--- config.mk ---
export PLATFORM = sky130hd
export DESIGN_NAME = audio_record_controller
export DESIGN_NICKNAME = d
export VERILOG_FILES = /design/src/rtl/audio_pkg.sv /design/src/rtl/playback_pacer.sv /design/src/rtl/audio_record_controller.sv
export SDC_FILE = /design/constraint.sdc
export NUM_CORES = 1
export LEC_CHECK = 0
export CAP_MARGIN = 10
export CORE_UTILIZATION = 35
export CTS_CLUSTER_SIZE = 24
export DETAILED_ROUTE_END_ITERATION = 8
export PLACE_DENSITY = 0.62
export SYNTH_ARGS = -nofsm -noshare
export SYNTH_HDL_FRONTEND = slang
export SYNTH_HIERARCHICAL = 1
export SYNTH_SLANG_ARGS = --single-unit
--- constraint.sdc ---
create_clock -name clock_i -period 3.9 [get_ports clock_i]
set_input_delay 0.78 -clock clock_i [delete_from_list [all_inputs] [get_ports clock_i]]
set_output_delay 0.78 -clock clock_i [all_outputs]
set_load 0.005 [all_outputs]
--- src/rtl/audio_pkg.sv ---
// Shared types and defaults for the audio recorder blocks (controller, deserializer, PWM).
package audio_pkg;

  typedef enum logic [1:0] {
    IDLE,
    RECORD,
    PLAY
  } ctrl_state_t;

  localparam int unsigned SAMPLE_WIDTH        = 16;
  localparam int unsigned ADDR_WIDTH_DEFAULT  = 17;
  localparam int unsigned WORD_PERIOD_DEFAULT = 16;

endpackage

--- src/rtl/playback_pacer.sv ---
// Playback read pacing: one read strobe every WORD_PERIOD cycles, walking addresses
// 0..length-1, with a flag marking the final read.
module playback_pacer #(
  parameter int unsigned ADDR_WIDTH  = 17,
  parameter int unsigned WORD_PERIOD = 16
) (
  input  logic                  clock_i,
  input  logic                  reset_n_i,
  input  logic                  clear_i,
  input  logic                  enable_i,
  input  logic [ADDR_WIDTH:0]   length_i,
  output logic                  read_o,
  output logic [ADDR_WIDTH-1:0] addr_o,
  output logic                  last_o
);

  localparam int unsigned CountWidth = (WORD_PERIOD > 1) ? $clog2(WORD_PERIOD) : 1;
  localparam logic [CountWidth-1:0] CountMax = CountWidth'(WORD_PERIOD - 1);

  logic [CountWidth-1:0] count_q;
  logic [ADDR_WIDTH:0]   next_q;
  logic [ADDR_WIDTH-1:0] addr_q;
  logic                  read_q;
  logic                  last_q;
  logic                  fire;

  always_comb begin
    fire = enable_i && (count_q == CountMax) && (next_q < length_i);
  end

  // Clearing preloads the counter at its terminal value so the first read fires
  // on the first enabled cycle.
  always_ff @(posedge clock_i or negedge reset_n_i) begin
    if (!reset_n_i) begin
      count_q <= '0;
      next_q  <= '0;
      addr_q  <= '0;
      read_q  <= 1'b0;
      last_q  <= 1'b0;
    end else if (clear_i) begin
      count_q <= CountMax;
      next_q  <= '0;
      addr_q  <= '0;
      read_q  <= 1'b0;
      last_q  <= 1'b0;
    end else if (enable_i) begin
      count_q <= (count_q == CountMax) ? '0 : count_q + CountWidth'(1);
      read_q  <= fire;
      last_q  <= fire && (next_q == length_i - (ADDR_WIDTH + 1)'(1));
      if (fire) begin
        addr_q <= next_q[ADDR_WIDTH-1:0];
        next_q <= next_q + (ADDR_WIDTH + 1)'(1);
      end
    end else begin
      read_q <= 1'b0;
      last_q <= 1'b0;
    end
  end

  assign read_o = read_q;
  assign addr_o = addr_q;
  assign last_o = last_q;

endmodule

--- src/rtl/audio_record_controller.sv ---
// Recorder sequencer: gates the deserializer and writes its words to RAM while recording,
// then paces RAM reads into the playback sample stream.
module audio_record_controller
  import audio_pkg::*;
#(
  parameter int unsigned ADDR_WIDTH  = ADDR_WIDTH_DEFAULT,
  parameter int unsigned WORD_PERIOD = WORD_PERIOD_DEFAULT
) (
  input  logic                    clock_i,
  input  logic                    reset_n_i,
  input  logic                    record_i,
  input  logic                    play_i,
  output logic                    deser_enable_o,
  input  logic                    deser_done_i,
  input  logic [SAMPLE_WIDTH-1:0] deser_data_i,
  output logic [ADDR_WIDTH-1:0]   mem_addr_o,
  output logic                    mem_we_o,
  output logic [SAMPLE_WIDTH-1:0] mem_wdata_o,
  output logic                    mem_re_o,
  input  logic [SAMPLE_WIDTH-1:0] mem_rdata_i,
  output logic [SAMPLE_WIDTH-1:0] sample_o,
  output logic                    sample_valid_o,
  output logic                    recording_o,
  output logic                    playing_o,
  output logic [ADDR_WIDTH:0]     length_o
);

  localparam logic [ADDR_WIDTH:0] LastAddr = {1'b0, {ADDR_WIDTH{1'b1}}};

  ctrl_state_t             state_q;
  logic [ADDR_WIDTH:0]     wr_cnt_q;
  logic [ADDR_WIDTH-1:0]   addr_hold_q;
  logic                    we_q;
  logic [SAMPLE_WIDTH-1:0] wdata_q;
  logic [ADDR_WIDTH:0]     length_q;
  logic [SAMPLE_WIDTH-1:0] sample_q;
  logic                    valid_q;
  logic                    rd_pend_q;
  logic                    rd_last_q;
  logic                    recording_q;
  logic                    playing_q;
  logic                    deser_en_q;

  logic                    start_rec;
  logic                    start_play;
  logic                    word_in;
  logic                    full;
  logic                    stop_rec;
  logic                    stop_btn;
  logic                    end_play;
  logic                    leave_play;
  logic                    pacer_en;
  logic                    rd_strobe;
  logic                    rd_last;
  logic [ADDR_WIDTH-1:0]   rd_addr;

  always_comb begin
    start_rec  = (state_q == IDLE) && record_i;
    start_play = (state_q == IDLE) && !record_i && play_i && (length_q != '0);
    word_in    = (state_q == RECORD) && deser_done_i;
    full       = word_in && (wr_cnt_q == LastAddr);
    stop_rec   = (state_q == RECORD) && (record_i || full);
    stop_btn   = (state_q == PLAY) && play_i;
    end_play   = (state_q == PLAY) && rd_pend_q && rd_last_q;
    leave_play = stop_btn || end_play;
    pacer_en   = (state_q == PLAY) && !leave_play;
  end

  playback_pacer #(
    .ADDR_WIDTH  (ADDR_WIDTH),
    .WORD_PERIOD (WORD_PERIOD)
  ) u_pacer (
    .clock_i   (clock_i),
    .reset_n_i (reset_n_i),
    .clear_i   (start_play),
    .enable_i  (pacer_en),
    .length_i  (length_q),
    .read_o    (rd_strobe),
    .addr_o    (rd_addr),
    .last_o    (rd_last)
  );

  always_ff @(posedge clock_i or negedge reset_n_i) begin
    if (!reset_n_i) begin
      state_q     <= IDLE;
      wr_cnt_q    <= '0;
      addr_hold_q <= '0;
      we_q        <= 1'b0;
      wdata_q     <= '0;
      length_q    <= '0;
      sample_q    <= '0;
      valid_q     <= 1'b0;
      rd_pend_q   <= 1'b0;
      rd_last_q   <= 1'b0;
      recording_q <= 1'b0;
      playing_q   <= 1'b0;
      deser_en_q  <= 1'b0;
    end else begin
      we_q <= word_in;
      if (word_in) begin
        wdata_q  <= deser_data_i;
        wr_cnt_q <= wr_cnt_q + (ADDR_WIDTH + 1)'(1);
      end
      // A stop press drops any read still in flight.
      rd_pend_q <= rd_strobe && !stop_btn;
      rd_last_q <= rd_last && !stop_btn;
      valid_q   <= rd_pend_q && !stop_btn;
      if (rd_pend_q && !stop_btn) begin
        sample_q <= mem_rdata_i;
      end

      unique case (state_q)
        IDLE: begin
          if (start_rec) begin
            state_q     <= RECORD;
            wr_cnt_q    <= '0;
            addr_hold_q <= '0;
            recording_q <= 1'b1;
            deser_en_q  <= 1'b1;
          end else if (start_play) begin
            state_q   <= PLAY;
            playing_q <= 1'b1;
          end
        end
        RECORD: begin
          addr_hold_q <= wr_cnt_q[ADDR_WIDTH-1:0];
          if (stop_rec) begin
            state_q     <= IDLE;
            recording_q <= 1'b0;
            deser_en_q  <= 1'b0;
            length_q    <= wr_cnt_q + (ADDR_WIDTH + 1)'(word_in);
          end
        end
        PLAY: begin
          addr_hold_q <= rd_addr;
          if (leave_play) begin
            state_q   <= IDLE;
            playing_q <= 1'b0;
          end
        end
        default: state_q <= IDLE;
      endcase
    end
  end

  always_comb begin
    mem_addr_o = (state_q == PLAY) ? rd_addr : addr_hold_q;
  end

  assign deser_enable_o = deser_en_q;
  assign mem_we_o       = we_q;
  assign mem_wdata_o    = wdata_q;
  assign mem_re_o       = rd_strobe;
  assign sample_o       = sample_q;
  assign sample_valid_o = valid_q;
  assign recording_o    = recording_q;
  assign playing_o      = playing_q;
  assign length_o       = length_q;

endmodule

* Yosys cells after proc, flatten, opt, wreduce, memory -nomap -nowiden
Index checks and enable logic that the tools add are counted.
** Word-level totals
- Input bits :: 37
- Register bits :: 134
- Output and inout port bits :: 73
** Cells by class
- Eq/ne operators :: 11
- Muxes and demuxes :: 31
- Reductions and logical operators :: 35
- $lt $le $gt $ge :: 1
- Add/sub/neg operators :: 5
** Operators with widths (count)
- 18-bit 2-to-1 mux :: 6
- 17-bit 2-to-1 mux :: 5
- 17-bit one-hot mux with 3 select lines :: 1
- 18-bit by 1-bit adder with 18-bit output (second input constant) :: 2
- 18-bit by 1-bit adder with 18-bit output :: 1
- 18-bit by 17-bit equality test with 1-bit output (second input constant) :: 1
- 18-bit equality test :: 1
- 18-bit less-than comparator :: 1
- 18-bit nonzero test :: 1
- 18-bit by 1-bit subtractor with 18-bit output (second input constant) :: 1
- 1-bit logical AND :: 17
- 4-bit 2-to-1 mux :: 3
- 2-bit inequality test (second input constant) :: 5
- 1-bit 2-to-1 mux :: 9
- 2-bit 2-to-1 mux :: 4
- 2-bit nonzero test :: 4
- 2-bit one-hot mux with 3 select lines :: 1
- 2-bit AND reduction :: 3
- 3-bit AND reduction :: 2
- 4-bit by 1-bit adder with 4-bit output (second input constant) :: 1
- 4-bit equality test (second input constant) :: 1
- 1-bit one-hot mux with 2 select lines :: 2
- 4-bit AND reduction :: 1
- 1-bit logical NOT :: 3
- 6 further kinds :: 7

* Depth between registers and ports, before layout
Gate-level depths: netlist of run 1.
- Depth in word-level cells :: 11
- Depth in mapped cells :: 14
- Mapped depth without buffers :: 11

* Modules after synthesis
Netlist of run 1, hierarchy kept.
** Modules (own cells, without submodules)
- audio_record_controller :: area an instance 4665.7 µm², times used 1, cells an instance 449
- playback_pacer :: area an instance 2904.0 µm², times used 1, cells an instance 323

* Worst setup path before layout of run 1
OpenSTA, ideal clock, no wires.
- Path type :: reg-to-reg
- Start :: register state_q[0]
- End :: register u_pacer.next_q[9]
- Clock period less this slack :: 2.920 ns
- Stages on the path, launching flop included :: 12
- Setup slack :: 0.980 ns
- Required time :: 3.822 ns
- Arrival :: 2.842 ns
- Setup time :: 0.078 ns
- Cells stage by stage :: dfrtp_1 -> inv_1 -> ha_1 -> buf_2 -> inv_1 -> a211oi_1 -> nand2_1 -> nor3_1 -> o2111ai_1 -> clkbuf_1 -> or4_1 -> a21oi_1
** Between the ends
- Word-level cells in the longest chain between the ends :: 10
- Elaborated cells between the ends (all ways) :: 17
- Classes of those cells :: eq/ne: 1; mux: 1; reduce/logical: 15
** RTL lines
- from (decl) :: line audio_record_controller.sv:30 : ctrl_state_t state_q;
- from (signal assigned) :: line audio_record_controller.sv:85 : state_q <= IDLE;
- from (signal assigned) :: line audio_record_controller.sv:115 : state_q <= RECORD;
- from (signal assigned) :: line audio_record_controller.sv:121 : state_q <= PLAY;
- 2-bit equality test * :: line audio_record_controller.sv:63, audio_record_controller.sv:64, audio_record_controller.sv:66
- 1-bit logical AND (2 in series) :: line audio_record_controller.sv:64 : end_play = (state_q == PLAY) && rd_pend_q && rd_last_q;
- 1-bit logical OR :: line audio_record_controller.sv:65 : leave_play = stop_btn || end_play;
- 1-bit logical NOT :: line audio_record_controller.sv:66 : pacer_en = (state_q == PLAY) && !leave_play;
- 1-bit logical AND * :: line audio_record_controller.sv:66
- net pacer_en :: line audio_record_controller.sv:52 : logic pacer_en;
- 1-bit logical AND (2 in series) :: line playback_pacer.sv:28 : fire = enable_i && (count_q == CountMax) && (next_q < length_i);
- 2-bit nonzero test (no source line)
- 2-bit AND reduction (no source line) *
- to (signal assigned) :: line playback_pacer.sv:52 : next_q <= next_q + (ADDR_WIDTH + 1)'(1);
- to (decl) :: line playback_pacer.sv:21 : logic [ADDR_WIDTH:0] next_q;
The timed path passes the listed nets; every way through them passes the cells marked *.
A chain may end at the register's enable or synchronous reset.

* Worst setup path in the final report of run 1
- Start :: register state_q[0]
- End :: output port mem_addr_o[8]
** Between the ends
- Word-level cells in the longest chain between the ends :: 2
** RTL lines
- 2-bit equality test :: line audio_record_controller.sv:147 : mem_addr_o = (state_q == PLAY) ? rd_addr : addr_hold_q;
- 17-bit 2-to-1 mux :: line audio_record_controller.sv:147
- to (decl) :: line audio_record_controller.sv:16 : output logic [ADDR_WIDTH-1:0] mem_addr_o,
Every way passes these cells.

==> metrics.cfg, run 1 <==
[outcome]
status = finished clean

[yosys]
synth-seq-cells = 134
synth_area_per_cell_um2 = 9.81
syn-instance-count = 772
ys_types = 65
synth_area_mm2 = 0.00757
synth_edf_count = 0
async_reset_ff_share_pct = 100
synthesis.yosys.warnings = 6
synth_ff_type = dfrtp_1
synthesis.nets = 837
yosysSeqAreaShare_pct = 44.3
synth_area_leaders = dfrtp_1, nand2_1, mux2_2
synth.largest_area_cell = dfrtp_1
synth_top_area_share_pct = 44.3

[finish]
drive_gt1_share_pct = 12.8
multi_input_area_mm2 = 0.00384
regArea_mm2 = 0.00335
final_nets = 929
n_antenna_cell = 0
fill_cells = 2039
area_growth_pct = 24.9
final_common_cell = dfrtp_1
final_cell_mix = dfrtp_1, clkdlybuf4s50_1, nand2_1

[place]
hpwl_um = 14600
portBuffers = 109
place.gp.congestion = 0.823

[sta]
slew_headroom_pct = 40.7
hold_viol = 0
setup_viol = 0
period_needed_ns = 3.17
drv_slew = 0
rsz0062_at_grt = no
tightest_slew_ns = 0.890
tns_ns = 0
fmax_mhz = 316
hold_slack_ns = 0.401
period_share_pct = 81.2
skew_ns = 0.00736

[grt]
grt_first_pass_wirelength_um = 32600
antenna_found_initial = 0
track_usage_pct = 19.2
grt_pass1_vias = 5817
grt_max_degree = 86
grt-ovfl-total = 0

[die]
die_h_um = 149
start_util_pct = 35.9
die_area_mm2 = 0.0222
ios = 110
row_count = 53
coreArea_mm2 = 0.0211
die_w_um = 149

[clocking]
clk_pin_slew_ns = 0.06
clock-sinks = 134
ctsLongestPathBuffers = 2
clockRootBuffer = clkbuf_16
post_cts_buffers = 0
clk_latency_ns = 0.42
h-tree-depth = 4
cts_made_buffers = 17
holdBufCountCts = 0
cts_tree = built
cts.repair.resized = 0

[pwr]
irDropWorstVdd_v = 0.000305
total_power_mw = 4.89
leakage_nw = 4.24
power_density_mw_per_mm2 = 517

[setup_path]
cp.depth = 5
reg2reg_depth = 8
cp_top_family = buffers and inverters
cp_slowest_stage_delay_ns = 0.47
crit_buf_inv = 3
critPathRequiredTime_ns = 3.12
crit_type = register to primary output
arrival_ns = 2.39
cp-end-kind = primary output
startpoint_type = register
worstPathCellList = inv_1 -> ha_1 -> buf_4 -> mux2_2 -> clkdlybuf4s50_1
critPathSlowestCell = clkdlybuf4s50_1
cp_max_fo = 35
reg2reg_slack_ns = 0.84

[drt]
drtIter0Drc = 422
dr_total_vias = 5996
wl_per_cell_um = 17.6
route.detailed.drc = 0
dr.pass1.iters = 4
routed_via_density = 5.20
antenna_left = 0
wirelength_um = 20300

[worst_hold_path]
hp-class = primary input to asynchronous set/reset pin

[run]
cap_violations = 0

## worst paths after layout
check                                           startpoint                            end
worst min-delay path                             reset_n_i    mem_wdata_o[10]$_DFFE_PN0P_
worst min register to register  mem_wdata_o[9]$_DFFE_PN0P_     mem_wdata_o[9]$_DFFE_PN0P_
worst max-delay path                state_q[0]$_DFFE_PN0P_                  mem_addr_o[8]
max in group asynchronous                        reset_n_i       length_o[10]$_DFFE_PN0P_
min in group clock_i            mem_wdata_o[9]$_DFFE_PN0P_     mem_wdata_o[9]$_DFFE_PN0P_
worst max register to register     length_o[4]$_DFFE_PN0P_  u_pacer/next_q[5]$_DFFE_PN0P_
## stage by stage
| step | util (%) | std cells | worst slack, ns | instance area, um2 |
|---|---|---|---|---|
| 3_3_place_gp | 42.1 | 1120 | 0.610 | 8880 |
| 3_5_place_dp | 42.1 | 1120 | 0.600 | 8880 |
| 6_report | 44.8 | 1152 | 0.734 | 9450 |
| 4_1_cts | 44.8 | 1152 | 0.721 | 9450 |
| 5_1_grt | 44.8 | 1152 | 0.581 | 9450 |
| 2_1_floorplan | - | 772 | 0.980 | 7570 |
## kinds of logic (layout without fill, tap and decap cells)
kind of cell	count (synthesis)	count (layout)	synth area share [%]
compound gates	136	136	12.8
flops	134	134	44.3
fa+ha+maj	28	28	4.63
buf+inv	87	192	5.26
xor+xnor	54	54	6.25
simple gates	277	277	18.7
mux	56	56	8.08
## Yosys cell counts (all sizes together) (2+ instances only)
cell and n:
or4 14, nand4 15, or3 11, nor2 67, and3 4, nor4 13
xnor2 35, a211oi 4, nand2b 2, mux2i 21, o21a 2, clkbuf 23
dfrtp 134, o31ai 10, or2 2, nor3 12, nor2b 5, o311ai 3
a22o 17, inv 37, mux2 35, a21oi 31, buf 26, nand3 22
nand2 101, a21o 3, o21ai 37, and2 5, xor2 19, ha 28
a22oi 18
## worst reg2reg max path, cell delays in order, from the launching register on
cell,delay [ns]
dfrtp_1,0.51
inv_1,0.08
ha_1,0.33
a21oi_1,0.15
a21boi_1,0.08
o311ai_1,0.49
o2111ai_4,0.52
or4_1,0.66
a21oi_1,0.16
## flip-flops by register name, summed over array words and instances, names as in the netlist, 2 cells and up
register / cells
addr_hold_q: 17
length_o: 18
mem_wdata_o: 16
sample_o: 16
state_q: 2
u_pacer/addr_o: 17
u_pacer/count_q: 4
u_pacer/next_q: 18
wr_cnt_q: 18
## power by group
part / switching [mW] / internal (mW) / total (mW) / leakage, nW
sequential: 0.165 / 1.61 / 1.77 / 1.81
combinational: 0.785 / 0.740 / 1.52 / 2.14
clock: 0.630 / 0.956 / 1.59 / 0.284
total: 1.58 / 3.31 / 4.89 / 4.24
## final cells by class
| class | instances | area share, % |
|---|---|---|
| repair buffers | 122 | 12.7 |
| multi-input cells | 551 | 40.6 |
| clock buffers | 20 | 4.73 |
| inverters | 38 | 1.51 |
| well taps | 275 | 3.64 |
| clock inverters | 12 | 1.35 |
| flip-flops and latches | 134 | 35.5 |
## per-layer routing
layer / GRT usage, % / part of all wire [%] / vias to the layer above / wire (um)
met5: 0 / 0 / - / 0
met2: 30.4 / 47 / 152 / 9520
met4: 9.44 / 3.7 / 0 / 744
met1: 24.5 / 45 / 2897 / 9070
li1: - / - / 2906 / -
met3: 4.53 / 4.5 / 41 / 918
No activity file was read; power rests on OpenSTA's default activity.
==> run 2, diff against run 1 <==
PLACE_DENSITY = 0.65   (was 0.62)
clock period = 2.8 ns   (was 3.9 ns; I/O delays follow)
==> metrics.cfg, run 2 (synthesis gave the netlist of run 1 again) <==
[setup_path]
cp-end-kind = primary output  ; unchanged
crit_buf_inv = 3  ; unchanged
reg2reg_depth = 8  ; unchanged
critPathSlowestCell = clkdlybuf4s50_1  ; unchanged
r2r_start = length_o[5]$_DFFE_PN0P_  ; was length_o[4]$_DFFE_PN0P_
crit_type = register to primary output  ; unchanged
cp_top_family = buffers and inverters  ; unchanged
worstPathCellList = inv_2 -> ha_4 -> buf_12 -> mux2_2 -> clkdlybuf4s50_1  ; was inv_1 -> ha_1 -> buf_4 -> mux2_2 -> clkdlybuf4s50_1
arrival_ns = 2.13  ; was 2.39 ns
reg2reg_slack_ns = 0.17  ; was 0.84 ns
cp_max_fo = 18  ; was 35
r2r-end = u_pacer/next_q[13]$_DFFE_PN0P_  ; was u_pacer/next_q[5]$_DFFE_PN0P_
startpoint_type = register  ; unchanged
critPathRequiredTime_ns = 2.24  ; was 3.12 ns
cp_slowest_stage_delay_ns = 0.48  ; was 0.47 ns

[drt]
wirelength_um = 21600  ; was 20300 um
wl_per_cell_um = 18.0  ; was 17.6 um
dr.pass1.iters = 7  ; was 4
route.detailed.drc = 0  ; unchanged
dr_total_vias = 6285  ; was 5996
antenna_left = 0  ; unchanged
drtIter0Drc = 457  ; was 422
routed_via_density = 5.24  ; was 5.20

[place]
placed_area_mm2 = 0.00925  ; was 0.00888 mm2
portBuffers = 109  ; unchanged
hpwl_um = 15800  ; was 14600 um
place.gp.congestion = 0.887  ; was 0.823

[grt]
grt_pass1_vias = 6134  ; was 5817
grt_first_pass_wirelength_um = 34700  ; was 32600 um
grtUsageMet1_pct = 26.3  ; was 24.5%
track_usage_pct = 20.5  ; was 19.2%
met2_usage_pct = 33.1  ; was 30.4%
antenna_found_initial = 0  ; unchanged
grt-ovfl-total = 0  ; unchanged
grt_busiest_layer = met2  ; unchanged
grt_max_degree = 58  ; was 86
met3_usage_pct = 5.05  ; was 4.53%

[sta]
fmax_mhz = 372
slew_headroom_pct = 60.2  ; was 40.7%
hold_slack_ns = 0.0934  ; was 0.401 ns
rsz0062_at_grt = no  ; unchanged
period_needed_ns = 2.69
drv_slew = 0  ; unchanged
skew_ns = 0.00973  ; was 0.00736 ns
tightest_slew_ns = 0.597  ; was 0.890 ns
hold_viol = 0  ; unchanged
period_share_pct = 95.9
setup_viol = 0  ; unchanged

[finish]
area_growth_pct = 30.7  ; was 24.9%
multi_input_area_mm2 = 0.00387  ; was 0.00384 mm2
drive_gt1_share_pct = 17.9  ; was 12.8%
fill_cells = 1993  ; was 2039
n_antenna_cell = 0  ; unchanged
post-route-util_pct = 46.9  ; was 44.8%
final_cell_mix = dfrtp_1, clkdlybuf4s50_1, nand2_1  ; unchanged
final_common_cell = dfrtp_1  ; unchanged
regArea_mm2 = 0.00335  ; unchanged
final_nets = 977  ; was 929
design_area_mm2 = 0.00989  ; was 0.00945 mm2

[clocking]
ctsLongestPathBuffers = 2  ; unchanged
clk_latency_ns = 0.43  ; was 0.42 ns
clock-sinks = 134  ; unchanged
h-tree-depth = 4  ; unchanged
cts_made_buffers = 17  ; unchanged
post_cts_buffers = 0  ; unchanged
clockRootBuffer = clkbuf_16  ; unchanged
cts_tree = built  ; unchanged
holdBufCountCts = 0  ; unchanged
clk_pin_slew_ns = 0.06  ; about the same

[die]
die_h_um = 149  ; unchanged
ios = 110  ; unchanged
die_w_um = 149  ; unchanged
start_util_pct = 35.9  ; unchanged
coreArea_mm2 = 0.0211  ; unchanged
die_area_mm2 = 0.0222  ; unchanged
row_count = 53  ; unchanged

[run]
cap_violations = 0  ; unchanged

[pwr]
irDropWorstVdd_v = 0.000542  ; was 0.000305 V
leakage_nw = 4.50  ; was 4.24 nW
power_density_mw_per_mm2 = 697  ; was 517 mW/mm2

[worst_hold_path]
hp-class = primary input to asynchronous set/reset pin  ; unchanged

[outcome]
status = finished clean  ; unchanged

[run 2: changes by cell type in the layout (fill, tap and decap cells not counted), sizes merged]
cell and change:
inv +1, clkinvlp +3, clkbuf -1, buf +47
clkinv -2
[run 2: where the power goes]
part	leakage, nW	switching [mW]	internal [mW]	total (mW)
logic	2.41	1.13	1.09	2.22
clock network	0.273	0.901	1.32	2.22
registers	1.81	0.216	2.24	2.46
total	4.50	2.24	4.65	6.89
[run 2: how the worst max path moves through the flow]
stage	from	endpoint	slack, ns	depth (start not counted)
final	state_q[0]$_DFFE_PN0P_	mem_addr_o[3]	0.11	5
after global routing	state_q[0]$_DFFE_PN0P_	mem_addr_o[3]	0.04	5
after CTS	state_q[0]$_DFFE_PN0P_	mem_addr_o[3]	0.008	5
after detailed placement	play_i	u_pacer/next_q[13]$_DFFE_PN0P_	-0.02	8
after global placement	play_i	u_pacer/next_q[13]$_DFFE_PN0P_	0.02	8
after floorplan	state_q[0]$_DFFE_PN0P_	u_pacer/next_q[9]$_DFFE_PN0P_	0.13	11
[run 2: cell type report]
type	instances	area share (%)
flip-flops and latches	134	33.9
clock inverters	14	1.54
repair buffers	170	16.2
inverters	38	1.44
multi-input cells	551	39.1
well taps	275	3.48
clock buffers	18	4.34
[run 2: stage by stage]
stage	worst slack, ns	total power [mW]	cells	TNS [ns]
final	0.114	6.89	1200	0
after global routing	0.0362	7.28	1200	0
after CTS	0.00754	6.92	1199	0
after detailed placement	-0.0175	4.66	1167	-0.0521
after global placement	0.0219	4.62	1167	0
after floorplan	0.127	3.68	772	0
[run 2: repair_timing]
| action | CTS | global route |
|---|---|---|
| cloned | 0 | 1 |
| resized for setup | 3 | 5 |
| setup endpoints to repair | 17 | 29 |
[run 2: metal layers]
layer | part of all wire (%) | up-vias
met3 | 5.1 | 43
met1 | 44 | 3072
met4 | 3.4 | 0
met5 | 0 | -
met2 | 48 | 187
li1 | - | 2983
